[config.mk]
export PLATFORM = sky130hd
export DESIGN_NAME = dmem_arbiter
export DESIGN_NICKNAME = d
export VERILOG_FILES = /design/src/rtl/dmem_arbiter_pkg.sv /design/src/rtl/dmem_arbiter_arb_pick.sv /design/src/rtl/dmem_arbiter.sv
export SDC_FILE = /design/constraint.sdc
export NUM_CORES = 1
export LEC_CHECK = 0
export BUFFER_PORTS_ARGS = -buffer_cell sky130_fd_sc_hd__buf_2
export CAP_MARGIN = 20
export CELL_PAD_IN_SITES_DETAIL_PLACEMENT = 1
export CELL_PAD_IN_SITES_GLOBAL_PLACEMENT = 2
export CORE_AREA = 2 2 234 236
export DETAILED_ROUTE_END_ITERATION = 16
export DIE_AREA = 0 0 236 238
export PLACE_DENSITY_LB_ADDON = 0.1
export SKIP_LAST_GASP = 1
export SLEW_MARGIN = 20
export SYNTH_ARGS = -nofsm -noshare
export SYNTH_HDL_FRONTEND = slang
export SYNTH_HIERARCHICAL = 1
export SYNTH_SLANG_ARGS = --single-unit
[constraint.sdc]
create_clock -name clock -period 2.6 [get_ports clock]
set_input_delay 0.13 -clock clock [delete_from_list [all_inputs] [get_ports clock]]
set_output_delay 0.13 -clock clock [all_outputs]
set_load 0.01 [all_outputs]
[src/rtl/dmem_arbiter_pkg.sv]
// Shared types for the data-memory arbiter slice: bus command/size encodings,
// the FU memory packet, arbiter state and request-source enums.
package sys_defs;

   localparam int XLEN                  = 64;
   localparam int MEM_LATENCY_IN_CYCLES = 2;

   typedef enum logic [1:0] {
      BUS_NONE  = 2'h0,
      BUS_LOAD  = 2'h1,
      BUS_STORE = 2'h2
   } BUS_COMMAND;

   typedef enum logic [1:0] {
      BYTE   = 2'h0,
      HALF   = 2'h1,
      WORD   = 2'h2,
      DOUBLE = 2'h3
   } MEM_SIZE;

   typedef struct packed {
      BUS_COMMAND      cmd;
      logic [XLEN-1:0] addr;
      logic [XLEN-1:0] data;
      MEM_SIZE         size;
   } FU_MEM_PACKET;

   typedef enum logic [1:0] {
      IDLE  = 2'h0,
      ISSUE = 2'h1,
      BUSY  = 2'h2
   } ARB_STATE;

   typedef enum logic [1:0] {
      SRC_NONE  = 2'h0,
      SRC_STORE = 2'h1,
      SRC_LOAD  = 2'h2,
      SRC_FETCH = 2'h3
   } ARB_SRC;

   // Counter width able to hold 0..lat-1, never narrower than one bit.
   function automatic int cnt_width(input int lat);
      return (lat < 1) ? 1 : $clog2(lat + 1);
   endfunction

endpackage

[src/rtl/dmem_arbiter_arb_pick.sv]
// Combinational winner select: store > load > fetch, unless fetch has been
// starved long enough, in which case a pending fetch takes the bus.
module arb_pick
   import sys_defs::*;
(
   input  logic            store_req,
   input  logic            load_req,
   input  logic            fetch_req,
   input  logic            starved,
   input  FU_MEM_PACKET    store_pkt,
   input  FU_MEM_PACKET    load_pkt,
   input  logic [XLEN-1:0] fetch_addr,
   output ARB_SRC          src,
   output FU_MEM_PACKET    pkt
);

   // Priority select, then build the packet for the chosen source.
   always_comb begin
      src = SRC_NONE;
      pkt = '0;
      if (fetch_req && starved) begin
         src = SRC_FETCH;
      end else if (store_req) begin
         src = SRC_STORE;
      end else if (load_req) begin
         src = SRC_LOAD;
      end else if (fetch_req) begin
         src = SRC_FETCH;
      end
      case (src)
         SRC_STORE: pkt = store_pkt;
         SRC_LOAD:  pkt = load_pkt;
         SRC_FETCH: begin
            // instruction fetch is always a full-width read
            pkt.cmd  = BUS_LOAD;
            pkt.addr = fetch_addr;
            pkt.data = '0;
            pkt.size = DOUBLE;
         end
         default:   pkt = '0;
      endcase
   end

endmodule

[src/rtl/dmem_arbiter.sv]
// Single-port memory arbiter: merges store, load and fetch requests onto the
// proc2mem bus, acks the winner for one cycle and then holds the bus for the
// fixed memory latency. Read data is passed straight through.
//
//  state | meaning
//  ------+---------------------------------------------------------------
//  IDLE  | bus free; arbitrate any pending request and latch the winner
//  ISSUE | one cycle: latched packet on proc2mem_*, winner's ack high
//  BUSY  | memory latency window; bus idle, new requests not accepted
module dmem_arbiter
   import sys_defs::*;
#(
   parameter int LAT          = MEM_LATENCY_IN_CYCLES,
   parameter int STARVE_LIMIT = 4
)
(
   input  logic            clock,
   input  logic            reset,
   input  logic            load_req,
   input  FU_MEM_PACKET    load_pkt,
   input  logic            store_req,
   input  FU_MEM_PACKET    store_pkt,
   input  logic            fetch_req,
   input  logic [XLEN-1:0] fetch_addr,
   input  logic [XLEN-1:0] mem2proc_data,
   output logic            load_ack,
   output logic            store_ack,
   output logic            fetch_ack,
   output BUS_COMMAND      proc2mem_command,
   output logic [XLEN-1:0] proc2mem_addr,
   output logic [XLEN-1:0] proc2mem_data,
   output MEM_SIZE         proc2mem_size,
   output logic [XLEN-1:0] Dmem2proc_data,
   output logic            busy
);

   localparam int CNT_W = cnt_width(LAT);
   localparam int STV_W = (STARVE_LIMIT < 1) ? 1 : $clog2(STARVE_LIMIT + 1);
   localparam logic [CNT_W-1:0] CNT_LAST = CNT_W'((LAT > 0) ? LAT - 1 : 0);
   localparam logic [STV_W-1:0] STV_MAX  = STV_W'(STARVE_LIMIT);

   ARB_STATE         state_q, state_d;
   logic [CNT_W-1:0] cnt_q, cnt_d;
   logic [STV_W-1:0] starve_q, starve_d;
   FU_MEM_PACKET     pkt_q, pkt_d;
   ARB_SRC           src_q, src_d;

   ARB_SRC           pick_src;
   FU_MEM_PACKET     pick_pkt;
   logic             starved;
   logic             issuing;

   assign starved = (starve_q == STV_MAX);
   assign issuing = (state_q == ISSUE);

   arb_pick u_pick (
      .store_req  (store_req),
      .load_req   (load_req),
      .fetch_req  (fetch_req),
      .starved    (starved),
      .store_pkt  (store_pkt),
      .load_pkt   (load_pkt),
      .fetch_addr (fetch_addr),
      .src        (pick_src),
      .pkt        (pick_pkt)
   );

   // State, latency counter, starvation counter and latched winner.
   always_ff @(posedge clock) begin
      if (reset) begin
         state_q  <= IDLE;
         cnt_q    <= '0;
         starve_q <= '0;
         pkt_q    <= '0;
         src_q    <= SRC_NONE;
      end else begin
         state_q  <= state_d;
         cnt_q    <= cnt_d;
         starve_q <= starve_d;
         pkt_q    <= pkt_d;
         src_q    <= src_d;
      end
   end

   // Next-state: grant in IDLE, one ISSUE cycle, then LAT cycles of BUSY.
   always_comb begin
      state_d = state_q;
      cnt_d   = cnt_q;
      pkt_d   = pkt_q;
      src_d   = src_q;
      case (state_q)
         IDLE: begin
            if (pick_src != SRC_NONE) begin
               state_d = ISSUE;
               pkt_d   = pick_pkt;
               src_d   = pick_src;
            end
         end
         ISSUE: begin
            cnt_d   = '0;
            state_d = (LAT > 0) ? BUSY : IDLE;
         end
         BUSY: begin
            if (cnt_q == CNT_LAST) begin
               state_d = IDLE;
            end else begin
               cnt_d = cnt_q + CNT_W'(1);
            end
         end
         default: state_d = IDLE;
      endcase
   end

   // Fetch starvation: count IDLE arbitrations a pending fetch loses.
   always_comb begin
      starve_d = starve_q;
      if (!fetch_req) begin
         starve_d = '0;
      end else if (state_q == IDLE) begin
         if (pick_src == SRC_FETCH) begin
            starve_d = '0;
         end else if (starve_q != STV_MAX) begin
            starve_d = starve_q + STV_W'(1);
         end
      end
   end

   // Bus and ack outputs decode from the registered state and latched packet.
   always_comb begin
      load_ack         = issuing && (src_q == SRC_LOAD);
      store_ack        = issuing && (src_q == SRC_STORE);
      fetch_ack        = issuing && (src_q == SRC_FETCH);
      proc2mem_command = BUS_NONE;
      proc2mem_addr    = '0;
      proc2mem_data    = '0;
      proc2mem_size    = BYTE;
      if (issuing) begin
         proc2mem_command = pkt_q.cmd;
         proc2mem_addr    = pkt_q.addr;
         proc2mem_data    = pkt_q.data;
         proc2mem_size    = pkt_q.size;
      end
   end

   assign Dmem2proc_data = mem2proc_data;
   assign busy           = (state_q != IDLE);

endmodule

=== Yosys cells after proc, flatten, opt, wreduce, memory -nomap -nowiden ===
Index checks and enable logic that the tools add are counted.

* Bits in registers: 141
* Input bits: 397
* Logic and storage cells: 55

* Add/sub/neg operators: 2
* Eq/ne operators: 14
* Muxes and demuxes: 16
* Bitwise logic cells: 1
* Reduce and logical (&&, ||, !) cells: 14

{| class="wikitable"
|+ Operators with widths
! cell !! number
|-
| $pmux W132 S3 || 1
|-
| $mux W64 || 2
|-
| $mux W2 || 9
|-
| $eq A2 B2 Y1 const B || 5
|-
| $eq A2 B1 Y1 const B || 4
|-
| $reduce_and A2 Y1 || 4
|-
| $reduce_bool A2 Y1 || 4
|-
| $mux W3 || 2
|-
| $ne A2 B2 Y1 const B || 3
|-
| $pmux W2 S3 || 1
|-
| $logic_and A1 B1 Y1 || 4
|-
| $pmux W2 S2 || 1
|-
| $add A3 B1 Y3 const B || 1
|-
| $eq A3 B3 Y1 const B || 1
|-
| $ne A3 B3 Y1 const B || 1
|-
| $add A2 B1 Y2 const B || 1
|-
| $logic_not A2 Y1 || 1
|-
| $reduce_or A2 Y1 || 1
|-
| $not A1 Y1 || 1
|}

=== Longest topological paths before layout ===
Gate-level depths: netlist of run 1.

* Depth after elaboration: 7
* Depth in mapped cells: 13
* Depth with buffers taken out: 8

=== By module ===
The synthesis of run 1 kept the hierarchy.

{| class="wikitable"
|+ Modules (own cells, without submodules)
! module !! times used !! cells each !! area an instance (µm²) !! seq. area each (µm²)
|-
| dmem_arbiter || 1 || 873 || 6910.4 || 2822.7
|-
| arb_pick || 1 || 324 || 2343.5 || 0.0
|}

=== Worst setup path after synthesis of run 1 ===
Ideal clock, no wire load.

* Path kind: register -> register
* Start: reg starve_q[0]
* End: reg pkt_q[78] in the netlist's numbering
* Arrival: 2.157 ns
* Path slack: 0.311 ns
* Stages on the path, launching flop included: 14
* Clock period less this slack: 2.289 ns
* Path through: dfxtp_1 -> inv_1 -> ha_1 -> and2_1 -> a21boi_2 -> buf_4 -> buf_2 -> nor2_1 -> or2_1 -> buf_4 -> buf_6 -> buf_6 -> nand3_1 -> a21oi_1

* Word-level cells in the longest chain between the ends: 5
* Elaborated cells on any way between the ends: 9

{| class="wikitable"
|+ RTL lines
! what !! line !! source
|-
| start, declared || dmem_arbiter.sv:44 || <nowiki>logic [STV_W-1:0] starve_q, starve_d;</nowiki>
|-
| start signal, assigned || dmem_arbiter.sv:79 || <nowiki>starve_q <= starve_d;</nowiki>
|-
| $eq A3 B3 Y1 * || dmem_arbiter.sv:53 || <nowiki>assign starved = (starve_q == STV_MAX);</nowiki>
|-
| named net starved || dmem_arbiter.sv:50 || <nowiki>logic starved;</nowiki>
|-
| $logic_and A1 B1 Y1 * || dmem_arbiter_arb_pick.sv:21 || <nowiki>if (fetch_req && starved) begin</nowiki>
|-
| $mux W2 * || dmem_arbiter_arb_pick.sv:21 ||
|-
| named net pick_src[1] || dmem_arbiter.sv:48 || <nowiki>ARB_SRC pick_src;</nowiki>
|-
| $eq A2 B2 Y1 (tied with other cells) || dmem_arbiter_arb_pick.sv:30 || <nowiki>case (src)</nowiki>
|-
| $pmux W132 S3 or $reduce_and A2 Y1 (tied branches) || n/a ||
|-
| end signal, assigned || dmem_arbiter.sv:80 || <nowiki>pkt_q <= pkt_d;</nowiki>
|-
| end, declared || dmem_arbiter.sv:45 || <nowiki>FU_MEM_PACKET pkt_q, pkt_d;</nowiki>
|}

The timed path passes the listed nets; every way through them passes the cells marked *.
A chain may end at the register's enable or synchronous reset.

=== Final worst setup path of run 1 ===
* Start: reg starve_q[0]
* End: reg pkt_q[89] in the netlist's numbering

The elaborated chain is that of the path after synthesis.

==> impl_metrics.tcl, run 1 <==
set metrics [dict create \
    dpl-instance-area_mm2 0.0117 \
    yosys.area_share.adder 0.00406 \
    synth_cells 1197 \
    p_leak_nw 5.48 \
    irDropWorstVdd_uv 518 \
    r2r_slack_ns 0.23 \
    initial_core_util 0.173 \
    rr_endpoint "pkt_q[89]$_SDFFE_PP0P_" \
    synth_warnings 6 \
    insertion_delay_ns 0.45 \
    worstHoldStart "fetch_addr[54]" \
    dieWidth_um 236 \
    yosys-top-cells-count "141 x dfxtp_1, 139 x a21oi_1, 136 x and2_1" \
    vias_per_cell 4.52 \
    die-area_mm2 0.0562 \
    drt_drc_violations_left 0 \
    hold_depth 5 \
    rows 85 \
    hold_buffers 0 \
    synth_top_family_by_area "compound AO/OA/AOI/OAI gates" \
    stdcell_count 2228 \
    finalHoldViolCount 0 \
    syn-num-nets 1597 \
    drive_above_1_share 0.355 \
    path_cells "inv_1, ha_1, and2_1, nand2b_1, a21o_1, or2_4, buf_16, nand3_1, a21oi_1" \
    cp.required_ns 2.90 \
    cp_slowest_cell "dfxtp_1" \
    final_area_mm2 0.0123 \
    ys_seq_area_frac 0.305 \
    ff2ff_path_depth 9 \
    synth_edf_count 0 \
    clkTransAtPathRegs_ns 0.06 \
    cts_tree "done" \
    yosys-top-cells-area "dfxtp_1 31%, and2_1 9.2%, a21oi_1 7.5%" \
    fin_util 0.229 \
    clockBufferDepth 2 \
    synth_top_area_frac 0.305 \
    synth_compound_area_frac 0.274 \
    drt_iter0_drc 397 \
    place_inst 2193 \
    nets 1916 \
    ys.flop_type "dfxtp_1" \
    antenna_found_initial 8 \
    dp_hpwl_mm 32.2 \
    grt_max_degree 137 \
    hold_path_class "primary input to flip-flop" \
    r2r-start "starve_q[0]$_SDFFE_PP0P_" \
    min_to "pkt_q[120]$_SDFFE_PP0P_" \
    fmax_mhz 423 \
    drt-pass1-iter-count 4 \
    postRouteWirelength_mm 45.1 \
    die_y_um 238 \
    clock_sinks 141 \
    rsz0062_at_grt "true" \
    muxShareOfSynthArea 0.0703 \
    cts_root_buf "clkbuf_16" \
    synth-simple-area-share 0.208 \
    drv_slew 0 \
    grt_pass1_wl_mm 67.2 \
    fill_cells 6527 \
    status "finished clean" \
    place_congestion 0.688 \
    start_kind "flip-flop" \
    worst_pin_slew_ns 0.991 \
    slowest_delay_ns 0.35 \
    end_kind "flip-flop" \
    synth_most_common_cell "dfxtp_1" \
    numCtsBuffers 17 \
    arrival_ns 2.67 \
    io_buffers 468 \
    critPathMaxFanout 93 \
    async_reset_ff_frac 0 \
    core_mm2 0.0535 \
    syn_area_per_cell_um2 7.73 \
    setup_tns_ns 0 \
    postCtsSetupBuffers 0 \
    routedWlPerCell_um 20.3 \
    power_per_cell_area_mw_per_mm2 544 \
    holdWs_ns 0.0675 \
    netlist_area_mm2 0.00925 \
    area_growth_pct 32.6 \
    ys_types 40 \
    critPathKind "flip-flop to flip-flop" \
    grt_pass1_vias 10700 \
    drv_cap 0 \
    grt_util_all_layers 0.156 \
    synth_xor_area_frac 0 \
    htreeDepth 4 \
    setup_viol 0 \
    skew_ns 0.00875 \
    maxSlewHeadroom 0.338 \
    grt_overflow 0 \
    min_period_ns 2.37 \
    antenna_left 0 \
    vias 10100 \
    ys_seq_elements 141 \
    synth_top_area_cell "dfxtp_1" \
    fin_crit_sh 0.910 \
    ioPinCount 597 \
]
## critical path: cells and delay by family, from the launching register on
kind                       cells  cell delay (ns)
and+or+nand+nor                4             0.95
buffers and inverters          2             0.31
adders and majority gates      1             0.20
DFF                            1             0.35
AOI/OAI and AO/OA              2             0.33
## where the power goes
| part | leakage (nW) | switching, mW | internal [mW] |
|---|---|---|---|
| registers | 1.16 | 0.0876 | 2.36 |
| clock network | 0.271 | 1.01 | 1.42 |
| logic | 4.05 | 1.08 | 0.719 |
## sequential cells by signal, summed over array words and instances (netlist names)
| signal | count |
|---|---|
| src_q | 2 |
| cnt_q | 2 |
| state_q | 2 |
| pkt_q | 132 |
| starve_q | 3 |
## repair_timing
item	CTS	global route
endpoints found under the setup margin	0	130
gates resized for setup	0	3
hold endpoints to repair	0	0
## layout by cell type (no fill, tap or decap), types with 2 or more instances in the layout
cell type	count
nand3b_1	2
o22ai_1	66
a32o_1	65
diode_2	4
clkinv_2	5
buf_2	466
inv_1	5
buf_4	23
o21ai_0	115
nor2b_4	2
nand2_1	72
o21ai_1	20
nand2b_1	2
nor2_4	2
clkbuf_16	17
nand3_1	132
and2_1	136
mux2i_1	65
bufinv_16	2
ha_1	3
a21oi_1	139
clkbuf_1	5
a221o_1	3
nor2_1	5
buf_12	13
dfxtp_1	141
## routing by layer
metal / track usage / wire length, um
met5: 0 / 59
met2: 0.263 / 21500
met3: 0.0510 / 3000
met1: 0.191 / 20000
met4: 0.0378 / 584
## final cells by class
type	instances	area, um^2	area share
Inverter	6	25.0	0.00204
Tap cell	696	871	0.0709
Clock inverter	8	92.6	0.00754
Clock buffer	23	458	0.0373
Timing Repair Buffer	504	2800	0.228
Sequential cell	141	2820	0.230
Multi-Input combinational cell	846	5190	0.423
Antenna cell	4	10.0	0.000815
## per-stage QoR
stage | setup WS, ns | power (mW)
final | 0.234 | 6.68
after global routing | 0.000582 | 7.14
after CTS | 0.0996 | 6.89
after detailed placement | 0.117 | 4.36
after global placement | 0.184 | 4.35
after floorplan | 0.311 | 3.65
## worst max-delay path by stage
| stage | startpoint | to | slack, ns | cells after the start |
|---|---|---|---|---|
| after CTS | starve_q[0]$_SDFFE_PP0P_ | pkt_q[2]$_SDFFE_PP0P_ | 0.1 | 9 |
| after floorplan | starve_q[0]$_SDFFE_PP0P_ | pkt_q[78]$_SDFFE_PP0P_ | 0.31 | 13 |
| after global routing | starve_q[0]$_SDFFE_PP0P_ | pkt_q[89]$_SDFFE_PP0P_ | 0.0006 | 9 |
| after detailed placement | starve_q[0]$_SDFFE_PP0P_ | pkt_q[2]$_SDFFE_PP0P_ | 0.12 | 9 |
| after global placement | starve_q[0]$_SDFFE_PP0P_ | pkt_q[2]$_SDFFE_PP0P_ | 0.18 | 9 |
| final | starve_q[0]$_SDFFE_PP0P_ | pkt_q[89]$_SDFFE_PP0P_ | 0.23 | 9 |
## cell families after synthesis
family | after synthesis
buf+inv | 210
simple gates | 363
compound gates | 415
fa+ha+maj | 3
flops | 141
mux | 65
Power figures use the tool's default switching activity.
==> run 2: changes to the inputs <==
--- a/config.mk
+++ b/config.mk
@@ -5,13 +5,14 @@
 export SDC_FILE = /design/constraint.sdc
 export NUM_CORES = 1
 export LEC_CHECK = 0
+export ABC_AREA = 1
 export BUFFER_PORTS_ARGS = -buffer_cell sky130_fd_sc_hd__buf_2
 export CAP_MARGIN = 20
 export CELL_PAD_IN_SITES_DETAIL_PLACEMENT = 1
 export CELL_PAD_IN_SITES_GLOBAL_PLACEMENT = 2
-export CORE_AREA = 2 2 234 236
+export CORE_AREA = 2 2 233 235
 export DETAILED_ROUTE_END_ITERATION = 16
-export DIE_AREA = 0 0 236 238
+export DIE_AREA = 0 0 235 237
 export PLACE_DENSITY_LB_ADDON = 0.1
 export SKIP_LAST_GASP = 1
 export SLEW_MARGIN = 20
==> impl_metrics.tcl, run 2 <==
set metrics [dict create \
    status "finished clean" \
    dp_hpwl_mm 32.1 \
    grt_pass1_vias 10900 \
    drt_drc_violations_left 0 \
    drt-pass1-iter-count 4 \
    ioPinCount 597 \
    holdWs_ns 0.0495 \
    setup_tns_ns 0 \
    cts_root_buf "clkbuf_16" \
    syn-num-nets 1919 \
    syn_area_per_cell_um2 6.15 \
    antenna_found_initial 10 \
    startpoint "starve_q[0]$_SDFFE_PP0P_" \
    synth_cells 1519 \
    initial_core_util 0.175 \
    register_area_mm2 0.00282 \
    slowest_delay_ns 0.43 \
    r2r-start "starve_q[0]$_SDFFE_PP0P_" \
    finalHoldViolCount 0 \
    yosys-top-cells-area "dfxtp_1 30%, inv_1 11%, o21ai_0 8.9%" \
    ff2ff_path_depth 11 \
    end_kind "flip-flop" \
    synth_edf_count 0 \
    grt_pass1_wl_mm 66.1 \
    dpl-instance-area_mm2 0.0117 \
    min_period_ns 2.26 \
    p_leak_nw 6.46 \
    power_per_cell_area_mw_per_mm2 553 \
    synth_warnings 6 \
    arrival_ns 2.66 \
    reg_top3 "pkt_q x132, starve_q x3" \
    place_congestion 0.733 \
    clock_sinks 141 \
    ys_seq_area_frac 0.302 \
    cts_tree "done" \
    nets 2247 \
    start_kind "flip-flop" \
    drv_slew 0 \
    antenna_left 0 \
    skew_ns 0.00732 \
    insertion_delay_ns 0.47 \
    io_buffers 468 \
    area_growth_pct 31.5 \
    routedWlPerCell_um 16.9 \
    fin_crit_sh 0.871 \
    ys_types 22 \
    rows 85 \
    dieWidth_um 235 \
    worst_pin_slew_ns 0.811 \
    grt_util_all_layers 0.155 \
    critical-path-top-delay-family "buffers and inverters" \
    critPathMaxFanout 38 \
    path_buf_inv 4 \
    synth_top_area_frac 0.302 \
    fin_total_pwr_mw 6.79 \
    multi_input_area_mm2 0.00429 \
    hold_depth 5 \
    numCtsBuffers 17 \
    die_y_um 237 \
    setup_viol 0 \
    drv_cap 0 \
    vias_per_cell 4.18 \
    grt_overflow 0 \
    hold_path_class "primary input to flip-flop" \
    grt_max_degree 106 \
    cp.required_ns 3.00 \
    cp_slowest_cell "o21ai_0" \
    r2r_slack_ns 0.34 \
    htreeDepth 4 \
    drt_iter0_drc 279 \
    rsz0062_at_grt "false" \
    vias 10700 \
    critPathKind "flip-flop to flip-flop" \
    path_cells "inv_1, ha_1, nand2_1, inv_1, nand2_4, nand3_4, buf_4, o21ai_0, buf_4, o21ai_0, a21oi_1" \
    synth_most_common_cell "inv_1" \
    maxSlewHeadroom 0.459 \
    die-area_mm2 0.0557 \
    final_common_cell "buf_2" \
    max_flop_register "pkt_q" \
    yosys-top-cells-count "279 x inv_1, 217 x nand2_1, 166 x o21ai_0" \
    drive_above_1_share 0.283 \
    final_area_mm2 0.0123 \
    postRouteWirelength_mm 43.4 \
    synth_top_area_cell "dfxtp_1" \
    fmax_mhz 442 \
    clockBufferDepth 2 \
    worstHoldStart "fetch_addr[1]" \
    netlist_area_mm2 0.00934 \
    ys_seq_elements 141 \
    largest_reg_flops 132 \
    ys.flop_type "dfxtp_1" \
    async_reset_ff_frac 0 \
    fill_cells 6807 \
    final_cell_mix "468 x buf_2, 279 x inv_1, 216 x nand2_1" \
    core_mm2 0.0533 \
    cp.depth 11 \
    clkTransAtPathRegs_ns 0.06 \
    irDropWorstVdd_uv 501 \
]
==> run 2: worst paths after layout <==
kind / end
worst min register to register: pkt_q[46]$_SDFFE_PP0P_
worst max-delay path: pkt_q[35]$_SDFFE_PP0P_
worst min-delay path: pkt_q[67]$_SDFFE_PP0P_
worst max register to register: pkt_q[35]$_SDFFE_PP0P_
==> run 2: report_power, final <==
group	internal [mW]	switching (mW)
clock	1.31	1.02
combinational	0.689	1.22
sequential	2.47	0.0772
==> run 2: through the flow <==
step / utilization / instances / worst slack, ns
after floorplan: - / 1519 / 0.575
after global placement: 0.219 / 2520 / 0.423
after detailed placement: 0.219 / 2520 / 0.370
after CTS: 0.230 / 2555 / 0.348
after global routing: 0.230 / 2555 / 0.0897
final: 0.230 / 2560 / 0.337
==> run 2: repair_timing <==
| action | in CTS | in global routing |
|---|---|---|
| endpoints found under the setup margin | 0 | 0 |
| buffers inserted | 0 | 0 |
| hold buffers | 4 | 0 |
| resized for setup | 0 | 0 |
| hold endpoints to repair | 8 | 0 |
==> run 2: cell type report <==
class	instances	share of cell area
repair buffers	495	0.219
well taps	696	0.0709
flip-flops and latches	141	0.230
inverters	281	0.0861
diodes	5	0.00102
clock buffers	26	0.0407
multi-input cells	911	0.349
clock inverters	5	0.00275
==> run 2: logic make-up after synthesis <==
family / count (synthesis) / share of synthesized area
AO/OA/AOI/OAI: 338 / 0.182
flip-flops: 141 / 0.302
buffers and inverters: 467 / 0.244
adder cells (fa/ha/maj): 3 / 0.00402
AND/OR/NAND/NOR: 570 / 0.268
==> run 2: layer usage <==
| layer | routed length [um] | track usage | up-vias | part of all wire |
|---|---|---|---|---|
| met4 | 509 | 0.0368 | 10 | 0.012 |
| met2 | 19900 | 0.249 | 316 | 0.46 |
| li1 | - | - | 5406 | - |
| met5 | 59 | 0 | - | 0.0014 |
| met3 | 3360 | 0.0653 | 37 | 0.077 |
| met1 | 19500 | 0.191 | 4927 | 0.45 |
==> run 2: worst reg2reg max path: stages (launching register included) <==
cell and delay, ns:
dfxtp_1 0.35, inv_1 0.07, ha_1 0.20, nand2_1 0.06
inv_1 0.09, nand2_4 0.17, nand3_4 0.12, buf_4 0.28
o21ai_0 0.45, buf_4 0.20, o21ai_0 0.08, a21oi_1 0.13
